### config.mk
export PLATFORM = sky130hd
export DESIGN_NAME = mpe_pipe
export DESIGN_NICKNAME = d
export VERILOG_FILES = /design/src/rtl/mpe_pkg.sv /design/src/rtl/mpe_attr_lane.sv /design/src/rtl/mpe_pipe.sv
export SDC_FILE = /design/constraint.sdc
export NUM_CORES = 1
export LEC_CHECK = 0
export ABC_AREA = 1
export CAP_MARGIN = 5
export CORE_MARGIN = 1
export CORE_UTILIZATION = 29
export DETAILED_ROUTE_END_ITERATION = 12
export SLEW_MARGIN = 10
export SYNTH_ARGS = -nofsm -noshare
export SYNTH_HDL_FRONTEND = slang
export SYNTH_HIERARCHICAL = 1
export SYNTH_SLANG_ARGS = --single-unit
export TNS_END_PERCENT = 1
### constraint.sdc
create_clock -name clk -period 6.2 [get_ports clk]
set_input_delay 1.86 -clock clk [delete_from_list [all_inputs] [get_ports clk]]
set_output_delay 1.86 -clock clk [all_outputs]
set_load 0.005 [all_outputs]
### src/rtl/mpe_pkg.sv
// Shared definitions for the mpe_pipe reproduction engine: header field positions,
// configuration register map, gene-type encoding and small helpers.
package mpe_pkg;

   // Header field positions, counted in ATTR_SZ-wide fields above attr[NUM_ATTR-1]
   localparam int TYPE       = 0;
   localparam int KEY_LO     = 1;
   localparam int KEY_HI     = 2;
   localparam int CHILD_ID   = 3;
   localparam int HDR_FIELDS = 4;

   localparam logic [4:0] CFG_P1_FIT    = 5'd0;
   localparam logic [4:0] CFG_P2_FIT    = 5'd1;
   localparam logic [4:0] CFG_CHILD_ID  = 5'd2;
   localparam logic [4:0] CFG_NODE_PROB = 5'd3;

   typedef enum logic {
      GT_NODE = 1'b0,
      GT_CONN = 1'b1
   } gene_type_e;

   function automatic int fld_lsb(input int num_attr, input int attr_sz, input int hdr_idx);
      return (num_attr + hdr_idx) * attr_sz;
   endfunction

   // Connection probabilities follow the node probability block
   function automatic logic [4:0] conn_prob_base(input int num_attr);
      return CFG_NODE_PROB + 5'(num_attr);
   endfunction

   function automatic logic [3:0] popcount8(input logic [7:0] v);
      logic [3:0] c;
      c = '0;
      for (int i = 0; i < 8; i++) begin
         c = c + 4'(v[i]);
      end
      return c;
   endfunction

endpackage

### src/rtl/mpe_attr_lane.sv
// One attribute lane: crossover parent select and probability-gated mutation.
// Latency: purely combinational (the two halves feed different pipeline stages).
// Backpressure: none; stalling is handled by the enclosing pipeline registers.
module mpe_attr_lane
   import mpe_pkg::*;
#(
   parameter int ATTR_SZ = 8
) (
   input  logic [ATTR_SZ-1:0] attr1,
   input  logic [ATTR_SZ-1:0] attr2,
   input  logic               key_eq,
   input  logic               bias,
   input  logic               rx_msb,
   output logic [ATTR_SZ-1:0] xattr,
   input  logic [ATTR_SZ-1:0] cur_attr,
   input  logic [ATTR_SZ-1:0] rand_m,
   input  logic [ATTR_SZ-1:0] prob,
   output logic               mut,
   output logic [ATTR_SZ-1:0] mattr
);

   logic sel;

   always_comb begin
      // Matching genes pick a random parent per lane; disjoint genes follow the fitter one
      sel   = key_eq ? rx_msb : bias;
      xattr = sel ? attr2 : attr1;
      // Strict compare: prob 0 never mutates, all-ones still spares rand all-ones
      mut   = (rand_m < prob);
      mattr = mut ? rand_m : cur_attr;
   end

endmodule

### src/rtl/mpe_pipe.sv
// NEAT reproduction pipeline: crossover then mutation, one child gene per beat; MPE_STATS_EN adds mut_cnt.
// Latency: 3 cycles from input handshake to child_gene; throughput 1 gene/cycle.
// Backpressure: out_ready low freezes every stage and drops in_ready in the same cycle.
module mpe_pipe
   import mpe_pkg::*;
#(
   parameter  int ATTR_SZ  = 8,
   parameter  int NUM_ATTR = 4,
   localparam int GENE_SZ  = (NUM_ATTR + HDR_FIELDS) * ATTR_SZ
) (
   input  logic                        clk,
   input  logic                        rst,
   input  logic                        cfg_we,
   input  logic [4:0]                  cfg_addr,
   input  logic [ATTR_SZ-1:0]          cfg_data,
   output logic                        cfg_busy,
   input  logic                        in_valid,
   output logic                        in_ready,
   input  logic [GENE_SZ-1:0]          gene1,
   input  logic [GENE_SZ-1:0]          gene2,
   input  logic [NUM_ATTR*ATTR_SZ-1:0] rand_x,
   input  logic [NUM_ATTR*ATTR_SZ-1:0] rand_m,
   output logic                        out_valid,
   input  logic                        out_ready,
   output logic [GENE_SZ-1:0]          child_gene,
   output logic [15:0]                 mut_cnt
);

   localparam int         AW        = NUM_ATTR * ATTR_SZ;
   localparam int         KEY_LSB   = fld_lsb(NUM_ATTR, ATTR_SZ, KEY_LO);
   localparam int         KEY_W     = 2 * ATTR_SZ;
   localparam int         CID_LSB   = fld_lsb(NUM_ATTR, ATTR_SZ, CHILD_ID);
   localparam int         CARRY_W   = CID_LSB - AW;
   localparam logic [4:0] CONN_BASE = conn_prob_base(NUM_ATTR);

   // ---------------- configuration registers ----------------
   logic [ATTR_SZ-1:0]               p1_fit;
   logic [ATTR_SZ-1:0]               p2_fit;
   logic [ATTR_SZ-1:0]               child_id;
   logic [NUM_ATTR-1:0][ATTR_SZ-1:0] node_prob;
   logic [NUM_ATTR-1:0][ATTR_SZ-1:0] conn_prob;
   logic                             cfg_wr;

   assign cfg_wr = cfg_we && !cfg_busy;

   always_ff @(posedge clk or negedge rst) begin
      if (!rst) begin
         p1_fit    <= '0;
         p2_fit    <= '0;
         child_id  <= '0;
         node_prob <= '0;
         conn_prob <= '0;
      end else if (cfg_wr) begin
         if (cfg_addr == CFG_P1_FIT)   p1_fit   <= cfg_data;
         if (cfg_addr == CFG_P2_FIT)   p2_fit   <= cfg_data;
         if (cfg_addr == CFG_CHILD_ID) child_id <= cfg_data;
         for (int i = 0; i < NUM_ATTR; i++) begin
            if (cfg_addr == CFG_NODE_PROB + 5'(i)) node_prob[i] <= cfg_data;
            if (cfg_addr == CONN_BASE + 5'(i))     conn_prob[i] <= cfg_data;
         end
      end
   end

   // ---------------- pipeline control ----------------
   logic en;
   logic s1_vld;
   logic s2_vld;

   assign en       = !out_valid || out_ready;
   assign in_ready = en;
   assign cfg_busy = s1_vld || s2_vld || out_valid;

   // ---------------- S1: capture ----------------
   logic [CID_LSB-1:0]  s1_g1;
   logic [CID_LSB-1:0]  s1_g2;
   logic [NUM_ATTR-1:0] s1_xsel;
   logic [AW-1:0]       s1_rm;
   logic [NUM_ATTR-1:0] x_msb;

   always_comb begin
      x_msb = '0;
      for (int i = 0; i < NUM_ATTR; i++) begin
         x_msb[i] = rand_x[i*ATTR_SZ + ATTR_SZ - 1];
      end
   end

   always_ff @(posedge clk or negedge rst) begin
      if (!rst) begin
         s1_vld  <= 1'b0;
         s1_g1   <= '0;
         s1_g2   <= '0;
         s1_xsel <= '0;
         s1_rm   <= '0;
      end else if (en) begin
         s1_vld <= in_valid;
         if (in_valid) begin
            s1_g1   <= gene1[CID_LSB-1:0];
            s1_g2   <= gene2[CID_LSB-1:0];
            s1_xsel <= x_msb;
            s1_rm   <= rand_m;
         end
      end
   end

   // ---------------- S2: crossover ----------------
   logic               bias;
   logic               key_eq;
   logic [CARRY_W-1:0] fit_hdr;
   logic [AW-1:0]      x_attr;
   logic [CARRY_W-1:0] s2_hdr;
   logic [AW-1:0]      s2_xattr;
   logic [AW-1:0]      s2_rm;

   // Equal fitness favours parent1
   assign bias    = (p2_fit > p1_fit);
   assign key_eq  = (s1_g1[KEY_LSB +: KEY_W] == s1_g2[KEY_LSB +: KEY_W]);
   assign fit_hdr = bias ? s1_g2[AW +: CARRY_W] : s1_g1[AW +: CARRY_W];

   always_ff @(posedge clk or negedge rst) begin
      if (!rst) begin
         s2_vld   <= 1'b0;
         s2_hdr   <= '0;
         s2_xattr <= '0;
         s2_rm    <= '0;
      end else if (en) begin
         s2_vld <= s1_vld;
         if (s1_vld) begin
            s2_hdr   <= fit_hdr;
            s2_xattr <= x_attr;
            s2_rm    <= s1_rm;
         end
      end
   end

   // ---------------- S3: mutation into output register ----------------
   gene_type_e                       s2_gtype;
   logic [NUM_ATTR-1:0][ATTR_SZ-1:0] prob_sel;
   logic [NUM_ATTR-1:0]              lane_mut;
   logic [AW-1:0]                    m_attr;

   assign s2_gtype = gene_type_e'(s2_hdr[TYPE*ATTR_SZ]);

   always_comb begin
      prob_sel = '0;
      for (int i = 0; i < NUM_ATTR; i++) begin
         prob_sel[i] = (s2_gtype == GT_CONN) ? conn_prob[i] : node_prob[i];
      end
   end

   for (genvar i = 0; i < NUM_ATTR; i++) begin : g_lane
      mpe_attr_lane #(
         .ATTR_SZ (ATTR_SZ)
      ) u_lane (
         .attr1    (s1_g1[i*ATTR_SZ +: ATTR_SZ]),
         .attr2    (s1_g2[i*ATTR_SZ +: ATTR_SZ]),
         .key_eq   (key_eq),
         .bias     (bias),
         .rx_msb   (s1_xsel[i]),
         .xattr    (x_attr[i*ATTR_SZ +: ATTR_SZ]),
         .cur_attr (s2_xattr[i*ATTR_SZ +: ATTR_SZ]),
         .rand_m   (s2_rm[i*ATTR_SZ +: ATTR_SZ]),
         .prob     (prob_sel[i]),
         .mut      (lane_mut[i]),
         .mattr    (m_attr[i*ATTR_SZ +: ATTR_SZ])
      );
   end

   always_ff @(posedge clk or negedge rst) begin
      if (!rst) begin
         out_valid  <= 1'b0;
         child_gene <= '0;
      end else if (en) begin
         out_valid <= s2_vld;
         if (s2_vld) begin
            child_gene <= {child_id, s2_hdr, m_attr};
         end
      end
   end

   // Parent child-id fields and low random bits carry no information for the child
   logic unused_in;
   assign unused_in = ^{gene1[CID_LSB +: ATTR_SZ], gene2[CID_LSB +: ATTR_SZ], rand_x};

`ifdef MPE_STATS_EN
   logic [NUM_ATTR-1:0] out_mut;
   logic [16:0]         cnt_sum;

   always_ff @(posedge clk or negedge rst) begin
      if (!rst) begin
         out_mut <= '0;
      end else if (en && s2_vld) begin
         out_mut <= lane_mut;
      end
   end

   assign cnt_sum = {1'b0, mut_cnt} + 17'(popcount8(8'(out_mut)));

   always_ff @(posedge clk or negedge rst) begin
      if (!rst) begin
         mut_cnt <= '0;
      end else if (out_valid && out_ready) begin
         mut_cnt <= cnt_sum[16] ? 16'hFFFF : cnt_sum[15:0];
      end
   end
`else
   logic unused_mut;
   assign unused_mut = ^lane_mut;
   assign mut_cnt    = '0;
`endif

endmodule

==> results.py <==
metrics = {
    "timing": {
        "tightest_slew_ps": 1070,
        "finalHoldViolCount": 0,
        "slew_viol_final": 0,
        "fin_setup_tns_ps": 0,
        "post-route-min-period_ps": 5090,
        "finalClockSkew_ps": 32.3,
        "fin_crit_sh": 0.821,
        "rsz0062_at_grt": "no",
        "relSlewSlack": 0.284,
        "max_freq_mhz": 196,
        "finalSetupViolCount": 0,
    },
    "placement": {
        "port_buffers": 232,
        "place_hpwl_mm": 30.5,
        "globalplace.congestion": 0.818,
    },
    "pwr": {
        "leakage_nw": 10.5,
        "finalPower_w": 0.0100,
        "p_clk_frac": 0.267,
        "p_int_w": 0.00646,
        "p_per_area_nw_per_um2": 455,
        "swShare": 0.357,
        "peakVddDrop_v": 0.000320,
        "switchingPower_w": 0.00358,
        "combPwrFrac": 0.353,
        "pwr-share-seq": 0.380,
    },
    "routing": {
        "wl_mm": 43.9,
        "ant_nets": 0,
        "drcViolationCount": 0,
        "num_vias": 12939,
        "routedWlPerCell_um": 15.1,
        "viasPerCell": 4.45,
        "firstDrtPassIters": 5,
        "first_iter_violations": 879,
    },
    "setup_path": {
        "crit_buf_inv": 3,
        "worstSetupStartpointType": "input port",
        "path_cells": "clkdlybuf4s50_1 > nor2_2 > inv_2 > clkdlybuf4s50_1",
        "crit_top_cell": "clkdlybuf4s50_1",
        "reg2reg_slack_ps": 2390,
        "critical_path.max_fanout": 6,
        "crit_path_end_kind": "primary output",
        "required_ps": 4340,
        "worstSetupPathType": "in2out",
        "critPathMaxStageDelay_ps": 560,
        "slowest_stage": "clkdlybuf4s50_1",
        "arrival_ps": 3230,
        "cp_top_family": "buffers and inverters",
    },
    "job": {
        "drv_cap": 0,
    },
    "floorplan": {
        "die_y_um": 249,
        "coreArea_um2": 60400,
        "die_area_um2": 62100,
        "pin_count": 293,
        "placementRows": 90,
        "start_util": 0.294,
        "die_w_um": 249,
    },
    "hold_path": {
        "min_path_type": "reg2reg",
    },
    "yosys": {
        "synth_area_um2": 17700,
        "syn_inst": 1880,
        "syn_area_per_cell_um2": 9.43,
        "yosys_warnings": 6,
    },
    "clocking": {
        "clock_latency_ps": 600,
        "cts-root-buf": "clkbuf_16",
        "cts.clk_slew.worst_paths_ps": 60,
        "cts-resized-gates": 0,
        "cts_hold_buf": 0,
        "postCtsSetupBuffers": 0,
        "tritoncts": "yes",
        "cts_buffers": 46,
        "cts_max_level": 2,
        "clk_path_buf_depth": 3,
        "cts.sinks": 391,
    },
    "cells_and_area": {
        "nets": 2328,
        "areaGrowthSynthToFinish_pct": 24.6,
        "drive_gt1_frac": 0.125,
    },
    "global_route": {
        "gr-usage-all-layers": 0.140,
        "antenna_found_initial": 6,
        "grt_pass1_wl_mm": 69.8,
        "grt_max_degree": 154,
        "grt_pass1_vias": 12997,
        "grt_overflow": 0,
    },
    "status": {
        "status": "finished, final reports clean",
    },
}
[through the flow]
step / instance area, um2 / worst slack, ps / hold WS (ps) / cells / utilization
floorplan: 17800 / 2300 / 442 / 1895 / -
global placement: 20500 / 1100 / 457 / 2816 / 0.340
detailed placement: 20500 / 1110 / 458 / 2816 / 0.340
CTS: 22100 / 1100 / 473 / 2900 / 0.366
global route: 22100 / 1080 / 494 / 2904 / 0.366
finish: 22100 / 1110 / 471 / 2906 / 0.366
[metal layers]
| metal | vias up | track usage | part of all wire |
|---|---|---|---|
| met5 | - | 0 | 0 |
| met4 | 0 | 0.0467 | 0.026 |
| met3 | 70 | 0.0328 | 0.052 |
| met2 | 277 | 0.231 | 0.47 |
| met1 | 6217 | 0.181 | 0.45 |
| li1 | 6375 | - | - |
[flip-flops by register name, summed over array words and instances, names as in the netlist, 32 cells and up]
| signal | cells |
|---|---|
| child_gene | 64 |
| s1_g1 | 56 |
| s1_rm | 32 |
| conn_prob | 32 |
| node_prob | 32 |
| s1_g2 | 56 |
| s2_xattr | 32 |
| s2_rm | 32 |
[tightest hold or removal path, stage by stage (launching register included)]
cell,delay (ps)
dfrtp_1,340
nand2_1,50
nand2_1,40
[cell usage in the layout, fill, tap and decap left out, drive strengths merged, types with 6 or more instances in the layout]
| cell type | n |
|---|---|
| o21ai | 155 |
| dfrtp | 391 |
| a21oi | 90 |
| diode | 6 |
| conb | 16 |
| clkbuf | 67 |
| nor2 | 98 |
| nand4 | 8 |
| clkdlybuf4s50 | 231 |
| buf | 11 |
| mux2 | 135 |
| xor2 | 8 |
| clkinv | 14 |
| inv | 187 |
| nand3 | 85 |
| nor3 | 15 |
| nand2 | 565 |
| ha | 36 |
[power groups by stage]
stage	clock, W	combinational, W	sequential [W]
after floorplan	0	0.00245	0.00372
after global placement	0	0.00351	0.00383
after detailed placement	0	0.00359	0.00386
after CTS	0.00277	0.00361	0.00382
after global routing	0.00286	0.00402	0.00391
final	0.00268	0.00354	0.00381
[layout make-up]
class | instances | area, um2
diodes | 6 | 15.0
clock buffers | 67 | 1300
clock inverters | 17 | 218
fillers | 6033 | 38300
inverters | 188 | 707
multi-input cells | 1213 | 6630
flip-flops and latches | 391 | 9780
well taps | 782 | 978
repair buffers | 242 | 2440
[path summary, 6_finish.rpt]
| path | endpoint | cells after the start | from |
|---|---|---|---|
| min in group asynchronous | s1_g1[43]$_DFFE_PN0P_ | 1 | rst |
| max in group asynchronous | child_gene[42]$_DFFE_PN0P_ | 2 | rst |
| setup reg to reg | s2_xattr[27]$_DFFE_PN0P_ | 11 | p1_fit[7]$_DFFE_PN0P_ |
| hold reg to reg | s2_xattr[20]$_DFFE_PN0P_ | 2 | s2_xattr[20]$_DFFE_PN0P_ |
| setup / recovery | in_ready | 4 | out_ready |
| hold / removal | s2_xattr[20]$_DFFE_PN0P_ | 2 | s2_xattr[20]$_DFFE_PN0P_ |
No activity file was read; power rests on OpenSTA's default activity.
